**src/rtl/pb_burst_write_responder.sv**
```systemverilog
// Page-bounded INCR write-burst responder driving a single-port SRAM req/gnt port.
// Define PB_BURST_RESP_STATS_EN to add beats_written_o / err_count_o counters.
module pb_burst_write_responder #(
  parameter  int AddrWidth = 48,
  parameter  int DataWidth = 64,
  parameter  int IdWidth   = 4,
  localparam int StrbWidth = DataWidth / 8
) (
  input  logic                 clk_i,
  input  logic                 rst_i,
  input  logic                 aw_valid_i,
  output logic                 aw_ready_o,
  input  logic [IdWidth-1:0]   aw_id_i,
  input  logic [AddrWidth-1:0] aw_addr_i,
  input  logic [7:0]           aw_len_i,
  input  logic [2:0]           aw_size_i,
  input  logic                 w_valid_i,
  output logic                 w_ready_o,
  input  logic [DataWidth-1:0] w_data_i,
  input  logic [StrbWidth-1:0] w_strb_i,
  input  logic                 w_last_i,
  output logic                 b_valid_o,
  input  logic                 b_ready_i,
  output logic [IdWidth-1:0]   b_id_o,
  output logic [1:0]           b_resp_o,
  output logic                 mem_req_o,
  input  logic                 mem_gnt_i,
  output logic [AddrWidth-1:0] mem_addr_o,
  output logic [DataWidth-1:0] mem_wdata_o,
  output logic [StrbWidth-1:0] mem_strb_o
`ifdef PB_BURST_RESP_STATS_EN
  ,
  output logic [31:0]          beats_written_o,
  output logic [15:0]          err_count_o
`endif
);
  localparam int Lsb = $clog2(StrbWidth);

  typedef enum logic [1:0] {
    IDLE,
    DATA,
    DRAIN,
    RESP
  } state_e;

  state_e               state_q;
  logic [IdWidth-1:0]   id_q;
  logic [AddrWidth-1:0] addr_q;
  logic [AddrWidth-1:0] addr_d;
  logic [7:0]           len_q;
  logic [7:0]           cnt_q;
  logic [2:0]           size_q;
  logic                 err_q;

  logic [11:0] pg_off;
  logic [19:0] pg_end;
  logic        err_size;
  logic        err_page;
  logic        beat_done;

  always_comb begin
    // Page end is measured from the size-aligned start, in bytes.
    pg_off   = aw_addr_i[11:0] & (12'hFFF << aw_size_i);
    pg_end   = {8'd0, pg_off}
             + ({11'd0, {1'b0, aw_len_i} + 9'd1} << aw_size_i);
    err_page = pg_end > 20'd4096;
    err_size = aw_size_i > 3'(Lsb);
    addr_d   = (addr_q & ({AddrWidth{1'b1}} << size_q))
             + (AddrWidth'(1) << size_q);
  end

  assign beat_done   = (state_q == DATA) && w_valid_i
                    && mem_gnt_i && !rst_i;
  assign aw_ready_o  = (state_q == IDLE) && !rst_i;
  assign w_ready_o   = ((state_q == DRAIN) && !rst_i) || beat_done;
  assign mem_req_o   = (state_q == DATA) && w_valid_i && !rst_i;
  assign mem_addr_o  = addr_q & ({AddrWidth{1'b1}} << Lsb);
  assign mem_wdata_o = w_data_i;
  assign mem_strb_o  = w_strb_i;
  assign b_valid_o   = state_q == RESP;
  assign b_id_o      = id_q;
  assign b_resp_o    = (state_q == RESP && err_q) ? 2'b10 : 2'b00;

  always_ff @(posedge clk_i) begin
    if (rst_i) begin
      state_q <= IDLE;
      id_q    <= '0;
      addr_q  <= '0;
      len_q   <= '0;
      size_q  <= '0;
      cnt_q   <= '0;
      err_q   <= 1'b0;
    end else begin
      unique case (state_q)
        IDLE: begin
          if (aw_valid_i) begin
            id_q    <= aw_id_i;
            addr_q  <= aw_addr_i;
            len_q   <= aw_len_i;
            size_q  <= aw_size_i;
            cnt_q   <= '0;
            err_q   <= err_size || err_page;
            state_q <= (err_size || err_page) ? DRAIN : DATA;
          end
        end
        DATA: begin
          if (beat_done) begin
            addr_q <= addr_d;
            if (cnt_q != len_q) cnt_q <= cnt_q + 8'd1;
            if (w_last_i) begin
              if (cnt_q != len_q) err_q <= 1'b1;
              state_q <= RESP;
            end else if (cnt_q == len_q) begin
              err_q   <= 1'b1;
              state_q <= DRAIN;
            end
          end
        end
        DRAIN: begin
          if (w_valid_i && w_last_i) state_q <= RESP;
        end
        RESP: begin
          if (b_ready_i) state_q <= IDLE;
        end
        default: state_q <= IDLE;
      endcase
    end
  end

`ifdef PB_BURST_RESP_STATS_EN
  logic [31:0] beats_q;
  logic [15:0] errs_q;

  always_ff @(posedge clk_i) begin
    if (rst_i) begin
      beats_q <= '0;
      errs_q  <= '0;
    end else begin
      if (beat_done) beats_q <= beats_q + 32'd1;
      if (b_valid_o && b_ready_i && err_q && errs_q != 16'hFFFF)
        errs_q <= errs_q + 16'd1;
    end
  end

  assign beats_written_o = beats_q;
  assign err_count_o     = errs_q;
`endif
endmodule
```
**config.mk**
```make
export PLATFORM = sky130hd
export DESIGN_NAME = pb_burst_write_responder
export DESIGN_NICKNAME = d
export VERILOG_FILES = /design/src/rtl/pb_burst_write_responder.sv
export SDC_FILE = /design/constraint.sdc
export NUM_CORES = 1
export LEC_CHECK = 0
export ABC_AREA = 1
export CELL_PAD_IN_SITES_DETAIL_PLACEMENT = 1
export CELL_PAD_IN_SITES_GLOBAL_PLACEMENT = 1
export CORE_MARGIN = 5
export CORE_UTILIZATION = 33
export CTS_CLUSTER_DIAMETER = 80
export CTS_CLUSTER_SIZE = 12
export DETAILED_ROUTE_END_ITERATION = 10
export GPL_ROUTABILITY_DRIVEN = 0
export GPL_TIMING_DRIVEN = 1
export HOLD_SLACK_MARGIN = 0.05
export PLACE_DENSITY = 0.94
export SYNTH_ARGS = -nofsm -noshare
export SYNTH_HDL_FRONTEND = slang
export SYNTH_SLANG_ARGS = --single-unit
export TNS_END_PERCENT = 100
```
**constraint.sdc**
```tcl
create_clock -name clk_i -period 10.3 [get_ports clk_i]
set_clock_uncertainty 0.2 [all_clocks]
set_input_delay 3.09 -clock clk_i [delete_from_list [all_inputs] [get_ports clk_i]]
set_output_delay 3.09 -clock clk_i [all_outputs]
set_load 0.03 [all_outputs]
```
==> summary by stage, run 1 <==
Logic synthesis
The compound-gate portion of the synthesized area is 16.2%. After synthesis, the most frequently instantiated cells are nand2_1, nor2_1, buf_4, inv_1, a21oi_1. The post-synthesis async set-or-reset flop share is 0%. The synthesized netlist devotes 5.06% of its cell area to adder and majority cells. The post-synthesis share of cell area spent on and, or, nand and nor gates is 33.8%. The flip-flop and latch count after synthesis is 74. The flip-flop cell with the highest count after synthesis is dfxtp_1. The fraction of the yosys area taken by sequential cells is between 20 and 25%. The multiplexer share of the synthesized area is 0.139%. For this run, the number of Yosys warnings is 0. In the post-synthesis netlist, the biggest area contributors are dfxtp_1, buf_4, nand2_1, nor2_1, a21oi_1.

The largest total area in the synthesized netlist belongs to dfxtp_1. The mean cell area of the mapped netlist is roughly 6.3 µm². The synthesized design contains 0 enable-type register cells.

The unique cell type count in the Yosys netlist is 56. The dominant combinational cell family by area after synthesis is simple AND/OR/NAND/NOR gates. The area share of xor/xnor cells in the synthesized design is 3.76%. In this run the biggest area consumer among cell types represents 20.5% of the synthesized area. Among all cell types in the netlist, the one instantiated most often is nand2_1. The synthesized instance count is 1139. The combined area of all synthesized cells is between 7000 and 8000 µm².

Setup path
STA classifies the critical path endpoint as a primary output. The stage delay of the slowest cell on the critical path is between 0.7 and 0.8 ns. The family with the most delay on the worst path is buffers and inverters. For this design, the slowest cell found on the critical path is buf_2. The signal on the critical path passes through buf_2, nor2_2, nand2_1, o21ai_0, clkdlybuf4s50_1. The maximum fanout count along the critical path is 48.

The data arrival time of the worst path is between 4 and 5 ns. The critical path class is input port to primary output. The startpoint of the lowest-slack register-to-register path is state_q[1]. The count of buffer and inverter cells on the critical path is 2. The path depth of the worst reg2reg path is 15. The type of element launching the critical path is an input port. The setup slack of the most critical reg-to-reg path is 6.50 ns.

The required arrival time at the worst endpoint is 7.01 ns. The worst register-to-register path ends at cnt_q[7].

GRT
The all-layer global routing usage is 18.5%. The total global routing overflow is 0. The initial antenna violation count is 0.

The pin count of the biggest net entering global routing is 74. The via count of the first global-routing pass was 7626. The first global-routing pass estimated ~38000 µm of wire.

CTS
Buffers inserted during clock tree synthesis total 9. Counting every sink on the clock net gives 74. The root buffer cell is clkbuf_16. TritonCTS built the clock tree.

After clock tree synthesis, the clock-pin slew on the worst setup and hold paths is 0.06 ns. The buffers inserted during post-CTS setup optimization is 0. The worst-skew pair later-pin latency is 0.35 ns.

For this design, the CTS-stage hold fixing added 0 buffers. The buffer levels on the longest clock path is 2. The number of resized instances in the post-cts repair step is 0.

The number of levels in the clock H-tree is 3.

STA
Hold is met by 0.294 ns. Derived from the worst setup path, the maximum achievable clock frequency is 123 MHz. For the final routed database, the setup TNS stands at 0 ns.

The transition time at the pin with the least slew margin is 1.06 ns. The worst path meets setup with 2.17 ns of slack. The number of hold violations in the final report is 0. The final critical-path required period is 8.13 ns. Setup violations remaining at the end of the flow were counted as 0. Measured against its own limit, the worst slew margin works out to 29.6%. Setup repair after global routing left no endpoint under its margin.

The ratio of final minimum period to clock period is 78.9%. The number of slew-limit violations in the final report is 0.

Min path
The worst hold path belongs to the class flip-flop to flip-flop. The worst hold path passes through 2 cells. In this run the most critical hold path is launched from b_id_o[2]. The endpoint of the worst hold path is b_id_o[2].

Floorplanning
The core region is around 22000 µm². After floorplanning, the core was divided into between 50 and 60 placement rows. The die is 158 µm tall. Measured along the x axis, the die boundary spans about 160 µm. 272 I/O pins were placed. The total die area is ~25000 µm². The initial utilization of the core area, before any placement, comes to between 30% and 40%.

Pwr
In this run the power density over the cells is 227 nW/µm². The worst-case IR drop observed on VDD is 98.2 µV. The overall power of the completed layout is 1.83 mW. The reported leakage power is 3.22 nW.

Cells and area
The fraction of layout instances using a drive strength above 1 is 7.90%. The net count of the finished layout is 1291. The cell area after layout is 8050 µm². The share of the core filled with cells in the final layout is 37.1%. Relative to the synthesized area, the layout overhead comes to 11.4%.

Excluding fillers, the count of instances in the completed layout stands at 1407.

Status
The run finished with clean final reports.

Route
The routed layout has 7339 vias. The detailed-route vias per instance is 5.22. Before antenna repair, the detailed router went through 5 iterations.

For this run, design rule violations remaining after detail routing come to 0. Once detail routing completed, the nets flagged for antenna violations numbered 0. The detailed router finished its first iteration with 373 violations. The total wire length after detailed routing is 23500 µm. After detailed routing, the average wire length per cell comes to 16.7 µm.

Placement
The placed instances occupy a cell area of 7780 µm². The total instance count after detailed placement is roughly 1400. The minimum setup slack after placement is 2.14 ns. The half-perimeter wire length after detailed placement is 17700 µm. The count of buffers added on input and output ports is around 120.

Flow run
The max-cap violation count is 0.
registers in the layout, indices dropped and copies added, names as in the netlist:
register	cells
addr_q	48
cnt_q	8
len_q	8
b_id_o	4
size_q	3
state_q	2
err_q	1
where the power goes:
part / switching (mW) / internal (mW)
Combinational: 0.629 / 0.361
Sequential: 0.156 / 0.387
Clock: 0.135 / 0.162
worst max-delay path by stage:
stage                     start         to  slack, ns  cells past startpoint
after floorplan           rst_i  w_ready_o       3.05                      2
after global placement    rst_i  w_ready_o       2.22                      5
after detailed placement  rst_i  w_ready_o       2.14                      5
after CTS                 rst_i  w_ready_o       2.14                      5
after global routing      rst_i  w_ready_o       2.02                      5
final                     rst_i  w_ready_o       2.17                      5
worst register-to-register path, delay by kind of cell, from the launching register on:
family                   cells  cell delay (ns)
flip-flops                   1             0.34
buffers and inverters        6             2.00
AO/OA/AOI/OAI                2             0.26
adder cells (fa/ha/maj)      1             0.18
AND/OR/NAND/NOR              6             0.71
cell type report:
type / count / area, µm²
sequential: 74 / 1480
multi-input combinational: 802 / 4280
fill: 2823 / 13600
inverter: 108 / 413
timing repair buffer: 126 / 1250
antenna: 1 / 2.50
clock inverter: 7 / 43.8
tap: 280 / 350
clock buffer: 9 / 225
metal layers:
metal / global-route usage (%) / vias up / routed length, µm / part of all wire (%)
met5: 0 / - / 0 / 0
met4: 6.26 / 0 / 553 / 2.4
li1: - / 3568 / - / -
met3: 3.94 / 44 / 1610 / 6.9
met1: 21.8 / 3507 / 9440 / 40
met2: 33.4 / 220 / 11900 / 51
cells by family after synthesis:
group	after synthesis
AND/OR/NAND/NOR	531
adder cells (fa/ha/maj)	28
AO/OA/AOI/OAI	207
flip-flops	74
multiplexers	1
buffers and inverters	266
XOR/XNOR	31
other	1
cells in the final DEF, fill, tap and decap left out, types with 4 or more instances in the layout:
| master | instances |
|---|---|
| a21oi_1 | 81 |
| a31oi_1 | 4 |
| clkbuf_16 | 9 |
| clkdlybuf4s50_1 | 122 |
| clkinv_2 | 4 |
| conb_1 | 4 |
| dfxtp_1 | 74 |
| ha_1 | 25 |
| inv_1 | 88 |
| inv_2 | 18 |
| nand2_1 | 225 |
| nand2_2 | 9 |
| nand3_1 | 56 |
| nand3b_1 | 5 |
| nand4_1 | 19 |
| nor2_1 | 146 |
| nor2_2 | 6 |
| nor2_4 | 6 |
| nor3_1 | 25 |
| nor3_2 | 6 |
| o211ai_1 | 10 |
| o21ai_0 | 61 |
| o21ai_1 | 23 |
| o221ai_1 | 7 |
| xnor2_1 | 15 |
| xor2_1 | 16 |
Power figures use the tool's default switching activity.
==> inputs of run 2 (changes only) <==
Settings changed: CORE_UTILIZATION 33 to 28, PLACE_DENSITY 0.94 to 0.85.
Clock period 10.3 ns to 7.46 ns, I/O delays scaled along.
==> run 2 against run 1 <==
  * Critical path type unchanged
  * Die area is 17% higher
  * Cell count is 3.6% higher
  * Sequential power is 37% higher
  * Non-clock buffer count is 2 higher
  * Sequential share of layout area is 0.28 points lower
==> summary by stage, run 2 (synthesis gave the netlist of run 1 again) <==
Pwr
The reported leakage power is 3.25 nW (+0.92%). The power per standard cell area was 316 nW/µm² (+39%). The peak supply drop was 199 µV (+100%).

The overall power of the completed layout was 2.58 mW (+41%).

STA
The post-route setup TNS is 0 ns (unchanged). The transition time at the pin with the least slew margin is 0.838 ns (-0.217 ns). Dividing the final minimum period by the clock period gives 84.1%. Setup repair after global routing left no endpoint under its margin.

The worst-case setup margin in the final layout was 1.19 ns (-0.985 ns). The final number of setup-violating endpoints was 0 (unchanged). The number of slew-limit violations in the final report is 0 (unchanged). The smallest clock period supported by the final layout is computed as roughly 6.3 ns. The number of hold violations in the final report is 0 (unchanged). Static timing analysis puts the maximum clock frequency at 159 MHz. The worst slew margin relative to its limit was 44.1% (+14 points).

CTS
The root buffer cell is clkbuf_16. The worst-skew pair later-pin latency is 0.34 ns (about the same). The total CTS buffers is 9 (unchanged). The clock tree from TritonCTS is built. The number of resized instances in the post-cts repair step is 0 (unchanged). The quantity of hold-fixing buffers added after cts is 0 (unchanged).

The buffers inserted during post-CTS setup optimization came to 0 (unchanged). The number of levels in the clock H-tree is 3 (unchanged). The clock net sink count is 74 (unchanged). The buffer levels on the longest clock path is 2 (unchanged). The clock transition at the registers of the reported paths is 0.07 ns (about the same).

GRT
The initial antenna violation count came to 1 (+1). The first-pass GRT wire length is 37300 µm (-1.5%). The pin count of the biggest net entering global routing is 75 (+1.4%). The all-layer global routing usage is 15.6% (-2.9 points). The via count of the first global-routing pass is 7309 (-4.2%).

The total global routing overflow is 0 (unchanged).

Cells and area
The number of flip-flops under the largest register name is 48 (unchanged). The number of standard cells in the layout, taps in and fillers out was 1458 (+3.6%). The largest registers in the layout are addr_q (48), cnt_q (8), len_q (8). The register bank with the most flops is addr_q. The library cell used most frequently in the layout, excluding fill and tap cells, is nand2_1. The net count of the finished layout was 1293 (+0.15%). The fraction of layout instances using a drive strength above 1 is 8.07% (+0.16 points). The number of antenna cells inserted is 0 (-1). The area growth from synthesis to final layout is 13.1%. Leaving out fill and tap cells, the most frequent cells in the layout are nand2_1, nor2_1, clkdlybuf4s50_1.

The number of inserted filler cells in the final layout is 3214 (+14%).

Setup path
The critical path ends at w_ready_o. The required arrival time at the worst endpoint is 5.02 ns (-1.99 ns). The maximum fanout count along the critical path is 3 (-94%). The setup slack of the most critical reg-to-reg path was 3.86 ns (-2.64 ns). The worst register-to-register path begins at state_q[1].

The beginning of the critical path is w_valid_i. The kind of capture point of the worst setup path is a primary output. The worst setup path is of the input port to primary output kind.

The terminus of the critical flop-to-flop path is cnt_q[7]. The type of element launching the critical path is an input port. The data arrival time of the worst path is 3.83 ns (-1.01 ns). The path depth of the worst reg2reg path came to 17 (+2).

Floorplanning
The die outline width is 171 µm (+8.0%). The core footprint is 25300 µm² (+17%). The standard-cell row count is 58 (+7.4%). The starting density of the core is 28.5% (-4.8 points). The number of top-level design ports is 272 (unchanged). The die height came to 171 µm (+8.0%).

The total die area came to 29100 µm² (+17%).

Route
The post-route antenna net violation count is 0 (unchanged). The average wire length per cell after detail routing is 16.0 µm (-4.3%). The total wire length after detailed routing was 23300 µm (-0.80%). The violation count after the first detailed-route iteration is 472 (+27%). The final routed DRC violation total came to 0 (unchanged).

The detailed-route via count is 7146 (-2.6%). The number of iterations in the first detailed-routing pass is 5 (unchanged). The detailed-route vias per instance is 4.90 (-6.0%).

Placement
The minimum setup slack after placement is 1.18 ns (-0.957 ns). The half-perimeter wire length after detailed placement is 18100 µm (+1.8%). The number of buffers added on ports is 123 (unchanged). The total instance count after detailed placement is 1442 (+3.7%).

Flow run
The max-cap violation count is 0 (unchanged).

Min path
The type of the most critical hold path is flip-flop to flip-flop.

Status
The run finished with clean final reports.
-- run 2: power by group --
group          internal, mW  switching, mW  leakage, nW
combinational         0.498          0.864         2.49
clock                 0.293          0.187        0.151
sequential            0.534          0.207        0.609
-- run 2: worst min path at each step --
stage	start	endpoint	slack, ns	depth (start not counted)
floorplan	addr_q[47]	addr_q[47]	0.26	2
global placement	b_id_o[0]	b_id_o[0]	0.26	2
detailed placement	addr_q[47]	addr_q[47]	0.28	2
CTS	addr_q[47]	addr_q[47]	0.29	2
global route	addr_q[47]	addr_q[47]	0.32	2
finish	addr_q[47]	addr_q[47]	0.29	2
-- run 2: layout make-up --
cell class	instances	area [µm²]	area share (%)
multi-input combinational	802	4280	52.4
timing repair buffer	128	1260	15.5
tap	330	413	5.05
clock buffer	9	225	2.76
clock inverter	7	93.8	1.15
inverter	108	413	5.05
sequential	74	1480	18.1
-- run 2: per-layer routing --
metal / part of all wire (%) / track usage, % / up-vias
met5: 0.047 / 0 / -
li1: - / - / 3576
met2: 47 / 26.7 / 132
met1: 44 / 19.5 / 3408
met4: 1.6 / 4.34 / 2
met3: 6.7 / 4.00 / 28
-- run 2: metrics by stage --
stage | utilization, % | instance area (µm²) | hold WS [ns]
finish | 32.3 | 8170 | 0.289
global route | 32.3 | 8170 | 0.319
CTS | 32.3 | 8170 | 0.289
detailed placement | 31.0 | 7860 | 0.279
global placement | 31.0 | 7860 | 0.264
floorplan | - | 7240 | 0.258
-- run 2: critical path, stage by stage --
cell	delay (ns)
clkdlybuf4s50_1	0.49
nand2_1	0.08
nor2_2	0.13
nand2_1	0.11
o21ai_0	0.09
clkdlybuf4s50_1	0.70
==> inputs of run 3 (changes only) <==
Settings changed: CORE_UTILIZATION 28 to 31, PLACE_DENSITY 0.85 to 0.89.
Clock period 7.46 ns to 6.15 ns, I/O delays scaled along.
==> run 3 against run 2 <==
  * Total power rose by 20%
  * Non-clock buffer count rose by 1
  * Global-route usage rose by 2.1 points
  * Count of clock-buffer cells in the layout rose by 1
  * Final area fell by 0.44%
  * Core utilization rose by 3.5 points
  * Register-to-register slack got worse by 1.0 ns
  * Die area fell by 9.1%
  * Cell count fell by 1.1%
  * Clock power rose by 13%
  * Hold slack got worse by 0.0028 ns
  * Routed wire length rose by 3.5%
  * Largest cell class unchanged
  * Largest power group unchanged
==> summary by stage, run 3 (synthesis gave the netlist of run 1 again) <==
CTS
The total CTS buffers is 9 (unchanged). The number of resized instances in the post-cts repair step was 0 (unchanged). TritonCTS built the clock tree.

The quantity of hold-fixing buffers added after cts is 0 (unchanged). The root buffer cell is clkbuf_16. The buffers inserted during post-CTS setup optimization is 0 (unchanged). The worst-skew pair later-pin latency is 0.34 ns (about the same). The number of levels in the clock H-tree is 3 (unchanged). The clock net sink count was 74 (unchanged). The clock transition at the registers of the reported paths is 0.06 ns (about the same). The buffer levels on the longest clock path is 2 (unchanged).

Setup path
The setup slack of the most critical reg-to-reg path is 2.85 ns (-1.01 ns). The required arrival time at the worst endpoint is 4.11 ns (-0.91 ns). The stage delay of the slowest cell on the critical path came to 0.69 ns (about the same). The worst setup path is launched from an input port. The standard cell with the maximum stage delay on the critical path is clkdlybuf4s50_1.

The path depth of the worst reg2reg path was 11 (-6). The count of buffer and inverter cells on the critical path is 2 (unchanged). The signal on the critical path passes through clkdlybuf4s50_1, nand2_1, nor2_2, nand2_1, o21ai_0, clkdlybuf4s50_1.

The terminus of the critical flop-to-flop path is state_q[0]. The kind of capture point of the worst setup path is a primary output. In this run the critical register-to-register path is launched from state_q[1]. The family with the most delay on the worst path is buffers and inverters.

The maximum fanout count along the critical path came to 3 (unchanged). The critical path class is input port to primary output. The data arrival time of the worst path is 3.36 ns (-0.47 ns).

Pwr
The clock network power share was 17.5% (-1.1 points). The overall power of the completed layout is 3.11 mW (+20%). The power per standard cell area is 382 nW/µm² (+21%).

The fraction of power consumed by combinational cells is 53.5% (+0.8 points). The peak supply drop was 227 µV (+14%). The reported leakage power came to 3.24 nW (-0.24%). The internal power was 1.57 mW (+18%).

The switching component of the power is 1.54 mW (+22%). The switching part of the total is 49.5% (+0.82 points). The sequential power share is 29.0% (+0.3 points).

Floorplanning
The core footprint is 22800 µm² (-10%). The starting density of the core came to 31.7% (+3.2 points). The total die area is 26500 µm² (-9.1%). The number of top-level design ports is 272 (unchanged). The die height is 163 µm (-4.7%). The standard-cell row count is 55 (-5.2%). The die outline width is 163 µm (-4.7%).

Min path
The count of cells along the worst hold path is 2 (unchanged). In this run the worst hold path is classified as flip-flop to flip-flop. For hold timing, the worst endpoint is addr_q[47].

The worst hold path begins at addr_q[47].

Cells and area
The number of standard cells in the layout, taps in and fillers out is 1442 (-1.1%). The net count of the finished layout is 1294 (+0.077%). The number of antenna cells inserted is 0 (unchanged).

The largest registers in the layout are addr_q (48), cnt_q (8), len_q (8). Relative to the synthesized area, the layout overhead comes to 12.6%. The number of flip-flops under the largest register name came to 48 (unchanged). The cell area after layout came to 8140 µm² (-0.44%).

The commonest non-fill, non-tap cell in the layout is nand2_1. More flip-flops sit in one register than any other, and that register is addr_q. In the layout the commonest cells are nand2_1, nor2_1, clkdlybuf4s50_1.

The fraction of layout instances using a drive strength above 1 is 8.06% (about the same).

Route
The number of iterations in the first detailed-routing pass is 5 (unchanged). The post-route antenna net violation count is 0 (unchanged). The average wire length per cell after detail routing is 16.7 µm (+4.7%). The final routed DRC violation total is 0 (unchanged).

The total wire length after detailed routing is 24100 µm (+3.5%). The wire length the detailed router placed on met1 was 10500 µm (+2.2%). The violation count after the first detailed-route iteration came to 394 (-17%). The detailed-routed wire length on met3 came to 1520 µm (-2.4%). The detailed-route via count is 7309 (+2.3%). The amount of wire on met2 after detailed routing is 11600 µm (+5.1%). The detailed-route vias per instance is 5.07 (+3.4%). Routed signal wires occupy layers up through met5.

GRT
The first-pass GRT wire length is 38600 µm (+3.3%). The pin count of the biggest net entering global routing was 74 (-1.3%). The via count of the first global-routing pass came to 7518 (+2.9%). The initial antenna violation count is 1 (unchanged). The all-layer global routing usage came to 17.7% (+2.1 points).

The total global routing overflow is 0 (unchanged).

STA
Of the available clock period, the critical path in the final layout requires 87.8%. The post-route setup TNS is 0 ns (unchanged). The highest achievable clock rate is approximately 190 MHz. The transition time at the pin with the least slew margin is 0.856 ns (+0.0181 ns). Setup repair after global routing left no endpoint under its margin.

The number of hold violations in the final report is 0 (unchanged). The worst slew margin relative to its limit is 42.9% (-1.2 points). The number of slew-limit violations in the final report is 0 (unchanged).

The final number of setup-violating endpoints came to 0 (unchanged). The final critical-path required period is 5.40 ns.

Placement
The number of buffers added on ports is 123 (unchanged). The area of placed instances is 7840 µm² (-0.18%). The half-perimeter wire length after detailed placement is 18300 µm (+1.6%). The total instance count after detailed placement came to 1426 (-1.1%).

Status
The run finished with clean final reports.

Flow run
The max-cap violation count was 0 (unchanged).
==> run 3: cell types whose count changed in the layout (fill, tap and decap cells not counted) <==
cell	delta
clkbuf_1	+1
buf_4	+1
clkinv_4	+1
clkinv_2	-1
bufinv_16	-1
==> run 3: area by class of cell <==
| cell class | instances | area, µm² |
|---|---|---|
| clock inverter | 6 | 67.6 |
| inverter | 108 | 413 |
| multi-input combinational | 802 | 4280 |
| fill | 2940 | 14600 |
| sequential | 74 | 1480 |
| clock buffer | 10 | 229 |
| timing repair buffer | 129 | 1270 |
| tap | 313 | 392 |
==> run 3: through the flow <==
step	hold slack (ns)	util (%)	setup WS [ns]
2_1_floorplan	0.258	-	1.39
5_1_grt	0.324	35.7	0.393
6_report	0.287	35.7	0.749
4_1_cts	0.291	35.7	0.738
3_5_place_dp	0.281	34.4	0.435
3_3_place_gp	0.265	34.4	0.684
==> run 3: worst register-to-register path, cell delays in order, from the launching register on <==
cell,delay [ns]
dfxtp_1,0.34
inv_1,0.09
ha_2,0.18
buf_4,0.60
inv_1,0.61
buf_4,0.36
nor3_1,0.37
a21oi_1,0.07
nand3_1,0.16
nand2_1,0.08
nand2_1,0.06
a21oi_1,0.06
==> run 3: worst max-delay path by stage <==
stage / endpoint / startpoint / cells past startpoint
final: w_ready_o / w_valid_i / 6
after floorplan: w_ready_o / rst_i / 2
after global routing: state_q[0] / aw_len_i[0] / 22
after CTS: w_ready_o / w_valid_i / 6
after detailed placement: state_q[1] / aw_len_i[0] / 23
after global placement: state_q[1] / aw_len_i[0] / 23
==> run 3: power groups by stage <==
| stage | logic (mW) | registers, mW | clock network [mW] |
|---|---|---|---|
| floorplan | 1.37 | 0.829 | 0 |
| global route | 1.82 | 0.937 | 0.574 |
| finish | 1.66 | 0.902 | 0.543 |
| CTS | 1.67 | 0.898 | 0.552 |
| detailed placement | 1.66 | 0.906 | 0 |
| global placement | 1.60 | 0.895 | 0 |
==> run 3: per-layer routing <==
layer | global-route usage (%) | vias up
met1 | 21.5 | 3521
met3 | 4.07 | 42
met2 | 31.2 | 169
li1 | - | 3575
met4 | 5.18 | 2
met5 | 0 | -
